<file path="src/rtl/wb_regfile_ctl.sv">
// Y86-64 write-back stage: dual-write register file, bypassed reads,
// sticky processor status and retired-instruction counter.
module wb_regfile_ctl #(
  parameter int                DATA_W  = 64,
  parameter int                NREG    = 15,
  parameter int                ADDR_W  = 4,
  parameter int                SP_IDX  = 4,
  parameter logic [DATA_W-1:0] SP_INIT = 'h100,
  parameter int                CNT_W   = 32
) (
  input  logic                   clk,
  input  logic                   rst,
  input  logic                   W_stall,
  input  logic [2:0]             W_stat,
  input  logic [3:0]             W_icode,
  input  logic [DATA_W-1:0]      W_valE,
  input  logic [DATA_W-1:0]      W_valM,
  input  logic [ADDR_W-1:0]      W_dstE,
  input  logic [ADDR_W-1:0]      W_dstM,
  input  logic [ADDR_W-1:0]      srcA,
  input  logic [ADDR_W-1:0]      srcB,
  output logic [DATA_W-1:0]      valA,
  output logic [DATA_W-1:0]      valB,
  output logic [2:0]             stat,
  output logic                   halted,
  output logic [CNT_W-1:0]       retired,
  output logic [NREG*DATA_W-1:0] regs_flat
);

  typedef enum logic {RUN, HALTED} state_e;

  localparam logic [2:0]        S_AOK   = 3'd1;
  localparam logic [2:0]        S_HLT   = 3'd2;
  localparam logic [ADDR_W-1:0] R_NONE  = '1;
  localparam logic [ADDR_W-1:0] NREG_ID = ADDR_W'(NREG);

  state_e            state_q;
  logic [2:0]        stat_q;
  logic [CNT_W-1:0]  retired_q;
  logic [CNT_W-1:0]  retired_d;
  logic [DATA_W-1:0] regs_q [NREG];

  logic commit, wr_ok, we_e, we_m, count;

  assign commit = (state_q == RUN) && !W_stall;
  assign wr_ok  = commit && (W_stat == S_AOK);
  assign we_e   = wr_ok && (W_dstE != R_NONE) && (W_dstE < NREG_ID);
  assign we_m   = wr_ok && (W_dstM != R_NONE) && (W_dstM < NREG_ID);
  assign count  = commit && (W_icode != 4'h1) &&
                  ((W_stat == S_AOK) || (W_stat == S_HLT));

  assign retired_d = count ? retired_q + 1'b1 : retired_q;

  // Same-cycle bypass: M beats E, both only when the write really commits.
  function automatic logic [DATA_W-1:0] rd(input logic [ADDR_W-1:0] id);
    logic [DATA_W-1:0] v;
    v = '0;
    if (id != R_NONE && id < NREG_ID) begin
      if (we_m && W_dstM == id)      v = W_valM;
      else if (we_e && W_dstE == id) v = W_valE;
      else                           v = regs_q[id];
    end
    return v;
  endfunction

  assign valA = rd(srcA);
  assign valB = rd(srcB);

  always_ff @(posedge clk or posedge rst) begin
    if (rst) begin
      state_q   <= RUN;
      stat_q    <= S_AOK;
      retired_q <= '0;
      for (int i = 0; i < NREG; i++)
        regs_q[i] <= (i == SP_IDX) ? SP_INIT : '0;
    end else begin
      retired_q <= retired_d;
      if (commit && W_stat != S_AOK) begin
        stat_q  <= W_stat;
        state_q <= HALTED;
      end
      if (we_e) regs_q[W_dstE] <= W_valE;
      if (we_m) regs_q[W_dstM] <= W_valM;
    end
  end

  assign stat    = stat_q;
  assign halted  = (state_q == HALTED);
  assign retired = retired_q;

  for (genvar g = 0; g < NREG; g++) begin : g_flat
    assign regs_flat[g*DATA_W +: DATA_W] = regs_q[g];
  end

endmodule

</file>
<file path="config.mk">
export PLATFORM = sky130hd
export DESIGN_NAME = wb_regfile_ctl
export DESIGN_NICKNAME = d
export VERILOG_FILES = /design/src/rtl/wb_regfile_ctl.sv
export SDC_FILE = /design/constraint.sdc
export NUM_CORES = 2
export LEC_CHECK = 0
export ABC_CLOCK_PERIOD_IN_PS = 37900
export BUFFER_PORTS_ARGS = -buffer_cell sky130_fd_sc_hd__clkbuf_2
export CORE_AREA = 2 2 496 498
export DETAILED_ROUTE_END_ITERATION = 10
export DIE_AREA = 0 0 498 500
export SETUP_SLACK_MARGIN = 0.1
export SLEW_MARGIN = 30
export SYNTH_ARGS = -nofsm -noshare
export SYNTH_HDL_FRONTEND = slang
export SYNTH_SLANG_ARGS = --single-unit
</file>
<file path="constraint.sdc">
create_clock -name clk -period 37.9 [get_ports clk]
set_input_delay 3.79 -clock clk [delete_from_list [all_inputs] [get_ports clk]]
set_output_delay 3.79 -clock clk [all_outputs]
set_load 0.005 [all_outputs]
</file>
=== Yosys cells after proc, flatten, opt, wreduce, memory -nomap -nowiden ===
Cells that the tools add are included.
Widths: inputs -> output; s select.

* Register bits: 996
* Bits of input ports: 154

* Order comparisons: 10
* Equality and inequality tests: 12
* Add/subtract/negate cells: 1
* Bitwise gates (word level): 5
* Mux-type cells: 20
* Reductions and logical operators: 19

{| class="wikitable"
|+ Operators by type and width
! cell !! number
|-
| $bwmux 960 || 2
|-
| $mux 960 || 2
|-
| $mux 64 || 12
|-
| $bmux 64 s4 || 2
|-
| $demux 64 s4 || 2
|-
| $add 32x1->32 const B || 1
|-
| $ge 5x5->1 const B || 4
|-
| $not 4->5 || 4
|-
| $logic_and 1x1->1 || 17
|-
| $eq 4x4->1 || 4
|-
| $lt 4x4->1 const B || 4
|-
| $ne 4x4->1 const B || 4
|-
| $lt 5x1->1 const B || 2
|-
| $ne 4x1->1 const B || 1
|-
| $eq 3x1->1 const B || 1
|-
| $eq 3x2->1 const B || 1
|-
| $ne 3x1->1 const B || 1
|-
| $logic_not 1->1 || 1
|-
| $logic_or 1x1->1 || 1
|-
| $not 1->1 || 1
|}

=== Depth between registers and ports, before layout ===
* Depth after elaboration: 9
* Mapped depth: 9
* Depth with buffers taken out: 5

=== Worst setup path after synthesis ===
No wires, ideal clock.

* Kind: input -> output
* Start: in srcB[0]
* End: out valB[16]
* Stages: 6
* Required time: 34.110 ns
* Path slack: 28.482 ns
* Data arrival time: 5.628 ns
* Cell sequence: buf_2 > buf_1 > mux4_2 > a22o_1 > a311oi_1 > o32ai_1

* Cells in the longest elaborated chain, start to end: 7

{| class="wikitable"
|+ Ends and longest elaborated chain
! element !! line !! source
|-
| start: declaration || 21 || <nowiki>input logic [ADDR_W-1:0] srcB,</nowiki>
|-
| $not 4->5 (implied by the code) || 61 || <nowiki>else v = regs_q[id];</nowiki>
|-
| $bmux 64 s4 || 61 ||
|-
| $mux 64 (implied by the code) (2 in a row) || 61 ||
|-
| $mux 64 || 60 || <nowiki>else if (we_e && W_dstE == id) v = W_valE;</nowiki>
|-
| $mux 64 || 59 || <nowiki>if (we_m && W_dstM == id) v = W_valM;</nowiki>
|-
| $mux 64 (*) || 58 || <nowiki>if (id != R_NONE && id < NREG_ID) begin</nowiki>
|-
| end: declaration || 23 || <nowiki>output logic [DATA_W-1:0] valB,</nowiki>
|}

Every way passes the cells marked *; elsewhere a longest branch is shown, timed or not. The select of a mux whose other input is x is not followed.

=== Final worst setup path ===
* Start: in srcA[1]
* End: out valA[29]

* Cells in the longest elaborated chain, start to end: 7

{| class="wikitable"
|+ Ends and longest elaborated chain
! element !! line !! source
|-
| start: declaration || 20 || <nowiki>input logic [ADDR_W-1:0] srcA,</nowiki>
|-
| $not 4->5 (implied by the code) || 61 ||
|-
| $bmux 64 s4 || 61 ||
|-
| $mux 64 (implied by the code) (2 in a row) || 61 ||
|-
| $mux 64 || 60 ||
|-
| $mux 64 || 59 ||
|-
| $mux 64 (*) || 58 ||
|-
| end: declaration || 22 || <nowiki>output logic [DATA_W-1:0] valA,</nowiki>
|}

Marks and branches as above.

==> summary.txt <==
Global route
  – First-pass GRT wire length: 536000 um
  – Overflow after GRT: 0
  – Largest net degree at the start of global routing: 157
  – Vias in the first global route: 62800
  – Total GRT Usage: 0.305
  – Initial antenna violation count: 43

Synth
  – Mapped Avg Cell Area: 9.40 sq um
  – Synth async-reset ratio: 1.00
  – Top_reg_cell synth: dfrtp_1
  – Synth unique cells: 53
  – Yosys warning total: 0
  – Sequential area share after synthesis: 0.389
  – Post-Syn Nets: 6979
  – Post-synth EDFFs: 0
  – Synth top cells by count: dfrtp_1, nand2_1, mux2i_1
  – Synth top area share: 0.388
  – FF+latch count, synth: 996
  – Synthesized cell area: 0.0641 sq mm
  – Synth area leader: dfrtp_1
  – Most frequent cell after synthesis: dfrtp_1
  – Syn Inst Count: 6824
  – Top cells by area, synth: dfrtp_1, mux2i_1, mux4_2

Clock tree
  – Post-CTS Hold Buffers: 0
  – Sinks on the clock net: 996
  – CTS resizes: 0
  – Clock Pin Slew Worst Setup and Hold Paths: 60 ps
  – Total CTS buffers: 119
  – Max H-tree Level: 3
  – Clock Tree Root: clkbuf_16
  – CTS tree: yes
  – Worst-Skew Late Latency: 820 ps
  – Longest Clk Path Bufs: 3
  – Post-CTS setup buffer count: 0

Worst setup path
  – Slowest-stage cell, CP: buf_4
  – Crit path cell chain: buf_8, buf_4, buf_4, buf_4, mux2i_1, a22oi_1, o221ai_1, or3_1, a31oi_2, clkbuf_2
  – Crit path required time: 34110 ps
  – Register-to-Register Path Depth: 7
  – Crit path capture type: output pin
  – WP data arrival: 8250 ps
  – CP Launch Type: input port
  – Critical path class: input port to output pin
  – R2R Path End: regs_flat[215]
  – Reg-to-reg critical path startpoint: halted
  – Worst path top cell family by delay: buffers and inverters
  – Worst-path fanout max: 51
  – CP most frequent cell: buf_4
  – Critical Path Max Stage Delay: 770 ps
  – Crit path buf inv count: 5
  – R2r setup slk: 33460 ps

Timing
  – Max Freq: 0.0830 GHz
  – Min Tclk post-route: 12040 ps
  – Slew @ Worst Pin: 1100 ps
  – Final WS setup: 25860 ps
  – Final Max Slew Viols: 0
  – Final TNS setup: 0 ps
  – Final setup fails: 0
  – Hold Vio Cnt, Final: 0
  – Worst hold margin: 486 ps
  – RSZ-0062 raised after global routing: false
  – Final Skew: 76.2 ps
  – Tcrit/Tclk final: 0.318
  – Slew Limit Headroom: 0.269

Final layout
  – Fraction of layout cells with a size suffix above 1: 0.280
  – Post-layout nets: 7676
  – Final core occ: 0.316
  – Design Area, Final: 0.0773 sq mm
  – Filler cells: 25200
  – P&R area growth vs syn: 20.5%

Routing
  – Detailed-route vias per instance: 6.12
  – Pre-antenna DRT Iters: 7
  – DRT antenna net count: 0
  – DR vias: 66400
  – DR iter-0 viols: 9897
  – Routed length per instance: 36.5 um
  – WL final: 396000 um
  – Drt drc: 0

Die
  – Full die area: 0.249 sq mm
  – Die width: 498 um
  – Starting Density: 0.263
  – # rows: 182
  – Die boundary height: 500 um
  – Placeable Area: 0.244 sq mm
  – Number of I/O pins: 1278

Worst hold path
  – Hold crit path type: register to register
  – Worst hold stages: 1
  – Hold_sp: retired[31]
  – Hold Path Sink: retired[31]

Place
  – Gpl congestion: 0.940
  – Port bufs: 1277
  – HPWL after DPL: 273000 um
  – DP Worst Slack: 25720 ps
  – DP Area: 0.0729 sq mm

Pwr
  – IR drop worst, VDD: 45.6 uV
  – Pwr dens: 34.3 mW/mm^2
  – Static Leak: 37.9 nW

Flow run
  – Max Cap Violations: 0

Outcome
  – Status: finished, final reports clean
## cells by family (layout without fill, tap and decap cells)
family,count (synthesis),after routing,share of synthesized area
AO/OA/AOI/OAI,1630,1630,0.159
XOR/XNOR,48,48,0.00655
adder cells (fa/ha/maj),1,1,0.000195
buffers and inverters,935,1732,0.0590
flip-flops,996,996,0.389
multiplexers,1342,1342,0.270
other,0,19,0
AND/OR/NAND/NOR,1872,1872,0.117
## how the worst max path moves through the flow
stage	startpoint	endpoint	slack (ps)	depth (start not counted)
floorplan	rst	halted	6090	1
global placement	srcA[1]	valA[29]	25700	10
detailed placement	srcA[1]	valA[29]	25720	10
CTS	srcA[1]	valA[29]	25700	10
global route	srcA[0]	valA[50]	25680	10
finish	srcA[1]	valA[29]	25860	10
## layout by cell type (no fill, tap or decap), types with 9 or more instances in the layout
cell type     n
a21o_1       23
a21oi_1     450
a22o_1       66
a22oi_1      64
a2bb2oi_1    38
a311oi_1     55
a31oi_1     278
and3_1       10
buf_4       155
bufinv_16    15
clkbuf_1     16
clkbuf_16   119
clkbuf_2   1271
clkbuf_8     30
clkinv_2     26
dfrtp_1     994
diode_2      19
inv_1        61
mux2_2      111
mux2i_1     934
mux4_2      297
nand2_1     948
nand2_4      19
nand3_1      75
nand4_1      13
nor2_1      692
nor4_1       13
o211ai_1     41
o21ai_0     363
o21ai_1      37
o221ai_1     81
o22a_1       55
o22ai_1       9
o32ai_1      56
or3_1        24
xnor2_1      27
xor2_1       21
## metal layers
layer,GRT usage,wire length [um]
met1,0.355,138000
met2,0.452,169000
met3,0.129,56700
met4,0.212,32100
met5,0,167
## state kept, by name (all words and copies together), names as in the netlist
register	count
stat	3
halted	1
retired	32
regs_flat	960
## layout make-up
cell class	instances	area (sq um)	area share
timing repair buffer	1449	7930	0.103
tap	3220	4030	0.0521
clock inverter	56	779	0.0101
antenna	19	47.5	0.000615
clock buffer	165	3450	0.0447
multi-input combinational	4893	35900	0.464
sequential	996	24900	0.323
inverter	62	240	0.00311
## power breakdown
part | switching (mW) | internal, mW | total (mW)
sequential | 0.0194 | 1.08 | 1.10
clock | 0.534 | 0.737 | 1.27
combinational | 0.199 | 0.0811 | 0.280
total | 0.753 | 1.89 | 2.65
## through the flow
stage | cells | power [mW]
floorplan | 6824 | 1.26
global placement | 10600 | 1.38
finish | 10900 | 2.65
detailed placement | 10600 | 1.39
global route | 10900 | 2.70
CTS | 10800 | 2.64
## worst register-to-register path: cells and delay by family, from the launching register on
| kind | cells | cell delay [ps] |
|---|---|---|
| AOI/OAI and AO/OA | 1 | 90 |
| DFF | 1 | 420 |
| and+or+nand+nor | 3 | 1740 |
| buffers and inverters | 2 | 1620 |
| muxes | 1 | 370 |
Power figures use the tool's default switching activity.
